File: src/rtl/issue_queue.sv
// rtl/issue_queue.sv - 16-entry out-of-order issue queue with tag wakeup and dense age ordering.
// Optional macro IQ_FLUSH_EN adds a synchronous flush input that empties the queue.
module issue_queue #(
  parameter int OPCODE_WIDTH  = 7,
  parameter int AGE_WIDTH     = 5,
  parameter int TAG_WIDTH     = 6,
  parameter int PAYLOAD_WIDTH = 64
) (
  input  logic                        clk,
  input  logic                        rst,
`ifdef IQ_FLUSH_EN
  input  logic                        flush,
`endif
  input  logic                        disp_valid,
  output logic                        disp_ready,
  input  logic [OPCODE_WIDTH-1:0]     disp_op,
  input  logic [TAG_WIDTH-1:0]        disp_src1_tag,
  input  logic [TAG_WIDTH-1:0]        disp_src2_tag,
  input  logic                        disp_src1_rdy,
  input  logic                        disp_src2_rdy,
  input  logic [PAYLOAD_WIDTH-1:0]    disp_payload,
  input  logic                        wk_valid,
  input  logic [TAG_WIDTH-1:0]        wk_tag,
  output logic [16*OPCODE_WIDTH-1:0]  arb_op,
  output logic [15:0]                 arb_req,
  output logic [16*AGE_WIDTH-1:0]     arb_age,
  input  logic                        arb_grant,
  input  logic [3:0]                  arb_addr,
  output logic                        iss_valid,
  output logic [OPCODE_WIDTH-1:0]     iss_op,
  output logic [PAYLOAD_WIDTH-1:0]    iss_payload,
  output logic [4:0]                  count
);

  localparam int N = 16;

  logic [N-1:0]             valid_q, valid_d;
  logic [N-1:0]             src1_rdy_q, src1_rdy_d;
  logic [N-1:0]             src2_rdy_q, src2_rdy_d;
  logic [OPCODE_WIDTH-1:0]  op_q [N];
  logic [OPCODE_WIDTH-1:0]  op_d [N];
  logic [TAG_WIDTH-1:0]     src1_tag_q [N];
  logic [TAG_WIDTH-1:0]     src1_tag_d [N];
  logic [TAG_WIDTH-1:0]     src2_tag_q [N];
  logic [TAG_WIDTH-1:0]     src2_tag_d [N];
  logic [AGE_WIDTH-1:0]     age_q [N];
  logic [AGE_WIDTH-1:0]     age_d [N];
  logic [PAYLOAD_WIDTH-1:0] payload_q [N];
  logic [PAYLOAD_WIDTH-1:0] payload_d [N];
  logic [4:0]               count_q, count_d;
  logic                     iss_valid_q, iss_valid_d;
  logic [OPCODE_WIDTH-1:0]  iss_op_q, iss_op_d;
  logic [PAYLOAD_WIDTH-1:0] iss_payload_q, iss_payload_d;

  logic [N-1:0]             entry_req;
  logic                     issue;
  logic                     dispatch;
  logic [3:0]               free_idx;
  logic [AGE_WIDTH-1:0]     issue_age;

  assign entry_req  = valid_q & src1_rdy_q & src2_rdy_q;
  assign disp_ready = (count_q < 5'd16);
  assign issue      = arb_grant & valid_q[arb_addr] & entry_req[arb_addr];
  assign dispatch   = disp_valid & disp_ready;
  assign issue_age  = age_q[arb_addr];

  always_comb begin
    free_idx = 4'd0;
    for (int i = N - 1; i >= 0; i--) begin
      if (!valid_q[i]) free_idx = 4'(i);
    end
  end

  always_comb begin
    arb_op  = '0;
    arb_age = '0;
    for (int i = 0; i < N; i++) begin
      if (valid_q[i]) begin
        arb_op[i*OPCODE_WIDTH +: OPCODE_WIDTH] = op_q[i];
        arb_age[i*AGE_WIDTH +: AGE_WIDTH]      = age_q[i];
      end
    end
  end
  assign arb_req = entry_req;

  always_comb begin
    valid_d       = valid_q;
    src1_rdy_d    = src1_rdy_q;
    src2_rdy_d    = src2_rdy_q;
    op_d          = op_q;
    src1_tag_d    = src1_tag_q;
    src2_tag_d    = src2_tag_q;
    age_d         = age_q;
    payload_d     = payload_q;
    count_d       = count_q + 5'(dispatch) - 5'(issue);
    iss_valid_d   = issue;
    iss_op_d      = issue ? op_q[arb_addr] : '0;
    iss_payload_d = issue ? payload_q[arb_addr] : '0;

    for (int i = 0; i < N; i++) begin
      if (wk_valid && valid_q[i]) begin
        if (src1_tag_q[i] == wk_tag) src1_rdy_d[i] = 1'b1;
        if (src2_tag_q[i] == wk_tag) src2_rdy_d[i] = 1'b1;
      end
      // Close the age gap left by the issuing entry so ages stay dense.
      if (issue && valid_q[i] && (age_q[i] > issue_age)) age_d[i] = age_q[i] - 1'b1;
    end

    if (issue) valid_d[arb_addr] = 1'b0;

    // Free slot comes from registered valid, so a slot freed this cycle is not reused yet.
    if (dispatch) begin
      valid_d[free_idx]    = 1'b1;
      op_d[free_idx]       = disp_op;
      src1_tag_d[free_idx] = disp_src1_tag;
      src2_tag_d[free_idx] = disp_src2_tag;
      src1_rdy_d[free_idx] = disp_src1_rdy | (wk_valid && (disp_src1_tag == wk_tag));
      src2_rdy_d[free_idx] = disp_src2_rdy | (wk_valid && (disp_src2_tag == wk_tag));
      age_d[free_idx]      = AGE_WIDTH'(count_q - 5'(issue));
      payload_d[free_idx]  = disp_payload;
    end

`ifdef IQ_FLUSH_EN
    if (flush) begin
      valid_d       = '0;
      count_d       = '0;
      iss_valid_d   = 1'b0;
      iss_op_d      = '0;
      iss_payload_d = '0;
      for (int i = 0; i < N; i++) age_d[i] = '0;
    end
`endif
  end

  always_ff @(posedge clk or posedge rst) begin
    if (rst) begin
      valid_q       <= '0;
      src1_rdy_q    <= '0;
      src2_rdy_q    <= '0;
      count_q       <= '0;
      iss_valid_q   <= 1'b0;
      iss_op_q      <= '0;
      iss_payload_q <= '0;
      for (int i = 0; i < N; i++) begin
        op_q[i]       <= '0;
        src1_tag_q[i] <= '0;
        src2_tag_q[i] <= '0;
        age_q[i]      <= '0;
        payload_q[i]  <= '0;
      end
    end else begin
      valid_q       <= valid_d;
      src1_rdy_q    <= src1_rdy_d;
      src2_rdy_q    <= src2_rdy_d;
      count_q       <= count_d;
      iss_valid_q   <= iss_valid_d;
      iss_op_q      <= iss_op_d;
      iss_payload_q <= iss_payload_d;
      op_q          <= op_d;
      src1_tag_q    <= src1_tag_d;
      src2_tag_q    <= src2_tag_d;
      age_q         <= age_d;
      payload_q     <= payload_d;
    end
  end

  assign count       = count_q;
  assign iss_valid   = iss_valid_q;
  assign iss_op      = iss_op_q;
  assign iss_payload = iss_payload_q;

endmodule

File: config.mk
export PLATFORM = sky130hd
export DESIGN_NAME = issue_queue
export DESIGN_NICKNAME = d
export VERILOG_FILES = /design/src/rtl/issue_queue.sv
export SDC_FILE = /design/constraint.sdc
export NUM_CORES = 2
export LEC_CHECK = 0
export CAP_MARGIN = 30
export CORE_MARGIN = 3
export CORE_UTILIZATION = 30
export DETAILED_ROUTE_END_ITERATION = 8
export GPL_ROUTABILITY_DRIVEN = 0
export PLACE_DENSITY_LB_ADDON = 0.2
export SLEW_MARGIN = 25
export SYNTH_ARGS = -nofsm -noshare
export SYNTH_HDL_FRONTEND = slang
export SYNTH_SLANG_ARGS = --single-unit
export TNS_END_PERCENT = 100
File: constraint.sdc
create_clock -name clk -period 86.5 [get_ports clk]
set_input_delay 17.3 -clock clk [delete_from_list [all_inputs] [get_ports clk]]
set_output_delay 17.3 -clock clk [all_outputs]
set_load 0.005 [all_outputs]
* Word level (Yosys, flattened, before mapping) *
Cells that the tools add are included.

storage, ports and cells
  bits in registers = 1533
  output and inout port bits = 286
  bits of input ports = 100
  logic and storage cells = 396

cells by class
  equality and inequality tests = 34
  add/sub/neg operators = 19
  bitwise logic cells = 12
  order comparisons = 24
  mux-type cells = 167
  reduce and logical (&&, ||, !) cells = 53

operators with widths
  cell                   number
  $bwmux W1024           1
  $bmux W64 S4           1
  $demux W64 S4          1
  $mux W64               4
  $eq A6 B6 Y1           34
  $bwmux W96             2
  $mux W5                35
  $mux W7                20
  $bwmux W112            1
  $bwmux W80             1
  $gt A5 B5 Y1           16
  $mux W80               1
  $sub A5 B1 Y5 const B  16
  $mux W1                68
  $mux W16               4
  $mux W4                16
  $logic_and A1 B1 Y1    53
  $and A16 B16 Y16       3
  $bwmux W16             2
  $bmux W7 S4            1
  $demux W7 S4           1
  $demux W6 S4           1
  $bmux W5 S4            1
  $demux W5 S4           1
  other kinds (15)       25

* Longest topological paths before layout *
  depth after elaboration = 23
  mapped depth = 18
  depth with buffers taken out = 15

* Worst setup path before layout *
No wires, ideal clock.

  path kind = input to register
  start = input port arb_addr[0]
  end = register age_q[34] (netlist bit)
  slack = 65084 ps
  stages on the path = 15
  required time = 86423 ps
  arrival time = 21338 ps
  library setup time = 77 ps
  cells stage by stage = clkbuf_1 > clkbuf_1 > buf_2 > buf_2 > mux4_2 > mux4_2 > inv_1 > ha_1 > nand3_1 > o21ai_0 > a21oi_1 > nor4b_1 > nand3_1 > xor2_1 > a21oi_1

RTL lines
  item                  RTL line  source
  start, declared       28        input logic [3:0] arb_addr,
  end signal, assigned  162       age_q <= age_d;
  end, declared         46        logic [AGE_WIDTH-1:0] age_q [N];

* Final worst setup path *
  start = input port arb_addr[1]
  end = register count_q[4] (netlist: count[4])

on the way
  word-level cells in the longest chain between the ends = 5
  elaborated cells on any way between the ends = 7
  those cells by class = add/sub (1); mux (4); bitwise (2)

ends and longest elaborated chain
  item                           RTL line  source
  $bmux W1 S4                    63        assign issue = arb_grant & valid_q[arb_addr] & entry_req[arb_addr];
  $mux W1 (not written as such)  63
  $and A1 B1 Y1                  63
  $and A1 B1 Y1 (*)              63
  $sub A5 B1 Y5 (*)              95        count_d = count_q + 5'(dispatch) - 5'(issue);
  net count_d[4]                 50        logic [4:0] count_q, count_d;
  end signal, assigned           155       count_q <= count_d;
  end, declared                  50

Mark *: on every way through the listed nets, which the timed path passes. The rest lies on a longest branch. The select of a mux whose other input is x is not followed.
A chain may end at the register's enable or synchronous reset.

==> impl_metrics.py <==
metrics = {
    "cts": {
        "cts_buffer_depth": 3,
        "cts_root_buf": "clkbuf_16",
        "htree_num_levels": 4,
        "clock_latency_ps": 850,
        "tritoncts": "yes",
        "ctsResizeCount": 0,
        "cts_hold_buf": 0,
        "post_cts_buffers": 0,
        "clkSlewWorstSetupHoldPaths_ps": 60,
        "cts_buffers": 176,
        "cts_sinks": 1533,
    },
    "flow_run": {
        "drv_cap": 0,
    },
    "power": {
        "p_clk_frac": 0.315,
        "p_sw_w": 0.000800,
        "internal_power_w": 0.00168,
        "ir_worst_vdd_mv": 0.0168,
        "seqPwrFrac": 0.410,
        "leakage_nw": 40.7,
        "comb_power_share": 0.275,
        "swShare": 0.323,
        "total_power_w": 0.00248,
        "power.density_mw_per_mm2": 28.5,
    },
    "die": {
        "die_w_um": 501,
        "ioPinCount": 386,
        "design.core.area_mm2": 0.242,
        "fp-row-count": 180,
        "start_util": 0.303,
        "die_h_um": 501,
        "die_area_mm2": 0.251,
    },
    "timing": {
        "setup_viol": 0,
        "timing.slew.headroom": 0.300,
        "fmax_mhz": 46.8,
        "tightest_slew_ps": 1050,
        "whs_ps": 460,
        "fin_crit_sh": 0.247,
        "finalCriticalPeriod_ps": 21360,
        "clock_skew_ps": 35.7,
        "final-hold-violation-count": 0,
        "rsz0062_at_grt": "no",
        "finalMaxSlewViolations": 0,
        "tns_ps": 0,
    },
    "place": {
        "portBuffers": 385,
        "dp.cells": 9276,
        "dp_hpwl_mm": 156,
    },
    "routing": {
        "drt_iter0_markers": 3404,
        "routedWlPerCell_um": 27.0,
        "dr.pass1.iters": 7,
        "dr_total_vias": 49000,
        "wl_mm": 260,
        "ant_nets": 0,
        "post-route-drc-count": 0,
        "vias_per_cell": 5.09,
    },
    "global_route": {
        "first_global_vias": 50900,
        "gr-usage-all-layers": 0.206,
        "grt_first_pass_wirelength_mm": 378,
        "grt_max_degree": 179,
        "antenna_found_initial": 36,
        "grt-ovfl-total": 0,
    },
    "logic_synthesis": {
        "netlist-cell-type-count": 61,
        "avgSynthCellArea_um2": 12.1,
        "syn_nets": 6268,
        "ys.flop_type": "dfrtp_1",
        "yosys_warnings": 0,
        "synthArstFlopShare": 1.00,
        "ys_seq_area_frac": 0.522,
        "syn_area_mm2": 0.0734,
        "ys_seq_elements": 1533,
        "synth_edf_count": 0,
        "netlist_instances": 6060,
    },
    "setup_path": {
        "reg2regPathDepth": 7,
        "worstSetupStartpointType": "input pin",
        "worstPathArrival_ps": 22090,
        "required_ps": 87230,
        "critPathMaxFanout": 87,
        "critPathKind": "in2reg",
        "cp-end-kind": "flip-flop",
    },
    "min_path": {
        "min_path_cells": 2,
        "hp-class": "reg2reg",
    },
    "final_layout": {
        "final_layout_size_suffix_gt1_frac": 0.263,
        "finalNonFillerCells": 9633,
        "area_growth_pct": 18.4,
        "final_nets": 6483,
    },
    "outcome": {
        "outcome": "completed",
    },
}
[layout make-up]
| cell class | count | area [um2] |
|---|---|---|
| fillers | 23500 | 155000 |
| clock buffers | 258 | 5160 |
| clock inverters | 65 | 907 |
| diodes | 28 | 70.1 |
| multi-input cells | 3971 | 33000 |
| repair buffers | 511 | 5090 |
| inverters | 82 | 320 |
| well taps | 3185 | 3990 |
| flip-flops and latches | 1533 | 38400 |
[critical path, stage by stage]
cell and delay [ps]:
buf_8 480, buf_4 860, and4b_1 300, a2111o_1 390, o311ai_1 180, or3_1 270, clkinv_4 480, ha_1 500
inv_1 50, ha_1 150, inv_1 60, fa_1 420, nor2_1 150, nor2_1 50, nor2_1 100, nor2_1 60
xnor2_1 120
[placed cells by master, fill, tap and decap left out, types with 82 or more instances in the layout]
master | synthesis | routed
clkdlybuf4s50_1 | 0 | 375
clkbuf_16 | 0 | 177
buf_4 | 13 | 106
and2_1 | 251 | 249
nor2_1 | 86 | 82
ha_1 | 107 | 107
nand2_1 | 1519 | 1513
xor2_1 | 169 | 169
mux4_2 | 380 | 380
mux2_2 | 840 | 840
dfrtp_1 | 1533 | 1521
xnor2_1 | 93 | 91
[power by group through the flow]
stage / Sequential, W / Combinational (W) / Clock [W]
floorplan: 0.000978 / 0.000445 / 0
global placement: 0.00102 / 0.000668 / 0
detailed placement: 0.00103 / 0.000684 / 0
CTS: 0.00101 / 0.000686 / 0.000799
global route: 0.00103 / 0.000740 / 0.000828
finish: 0.00102 / 0.000681 / 0.000780
[synth_stat cells, drive strengths merged, types with 8 or more instances]
cell type | number | area, um2
nand4 | 14 | 87.6
ha | 107 | 1340
nand3 | 31 | 155
clkbuf | 296 | 1110
nand2 | 1519 | 5700
o2111ai | 9 | 109
xor2 | 169 | 1480
and2 | 251 | 1570
nor2 | 86 | 323
and3 | 21 | 131
nor2b | 8 | 50.1
a21oi | 77 | 385
nor4 | 39 | 244
o21ai | 73 | 365
a41oi | 16 | 140
o211ai | 9 | 67.6
xnor2 | 93 | 815
dfrtp | 1533 | 38400
or3 | 31 | 194
inv | 81 | 304
mux4 | 380 | 8560
nor3 | 44 | 220
mux2 | 859 | 9670
a21o | 9 | 67.6
nand2b | 8 | 50.1
buf | 178 | 865
mux2i | 38 | 380
a31oi | 20 | 125
or4 | 17 | 128
[sequential cells by signal (all words and copies together) (netlist names)]
signal and flops:
age_q 80, count 5, iss_op 7, iss_payload 64, iss_valid 1, op_q 112, payload_q 1024, src1_rdy_q 16
src1_tag_q 96, src2_rdy_q 16, src2_tag_q 96, valid_q 16
[per-layer routing]
metal,vias up,routed length [um],global-route usage
li1,21300,-,-
met1,26000,111000,0.267
met2,1256,128000,0.346
met3,397,12100,0.0328
met4,12,9380,0.0777
met5,-,82,0
[cells by family after synthesis]
logic type | Yosys count | synth area share
simple gates | 2084 | 0.122
flops | 1533 | 0.522
mux | 1277 | 0.253
buf+inv | 556 | 0.0312
xor+xnor | 262 | 0.0313
compound gates | 240 | 0.0208
fa+ha+maj | 108 | 0.0185
[metrics by stage]
| step | cell area (um2) | utilization | worst slack [ps] |
|---|---|---|---|
| after CTS | 86700 | 0.358 | 65040 |
| after global routing | 86900 | 0.359 | 64900 |
| after floorplan | 73400 | - | 25950 |
| after detailed placement | 80600 | 0.333 | 64100 |
| final | 86900 | 0.359 | 65140 |
| after global placement | 80400 | 0.332 | 64230 |
[worst paths after layout]
kind | from | end | slack, ps
worst max-delay path | arb_addr[1] | count[4] | 65140
max in group asynchronous | rst | payload_q[164] | 66500
min in group asynchronous | rst | age_q[25] | 17000
worst max register to register | valid_q[12] | payload_q[421] | 81150
worst min-delay path | payload_q[770] | payload_q[770] | 460
worst min register to register | payload_q[770] | payload_q[770] | 460
No activity file was read; power rests on OpenSTA's default activity.
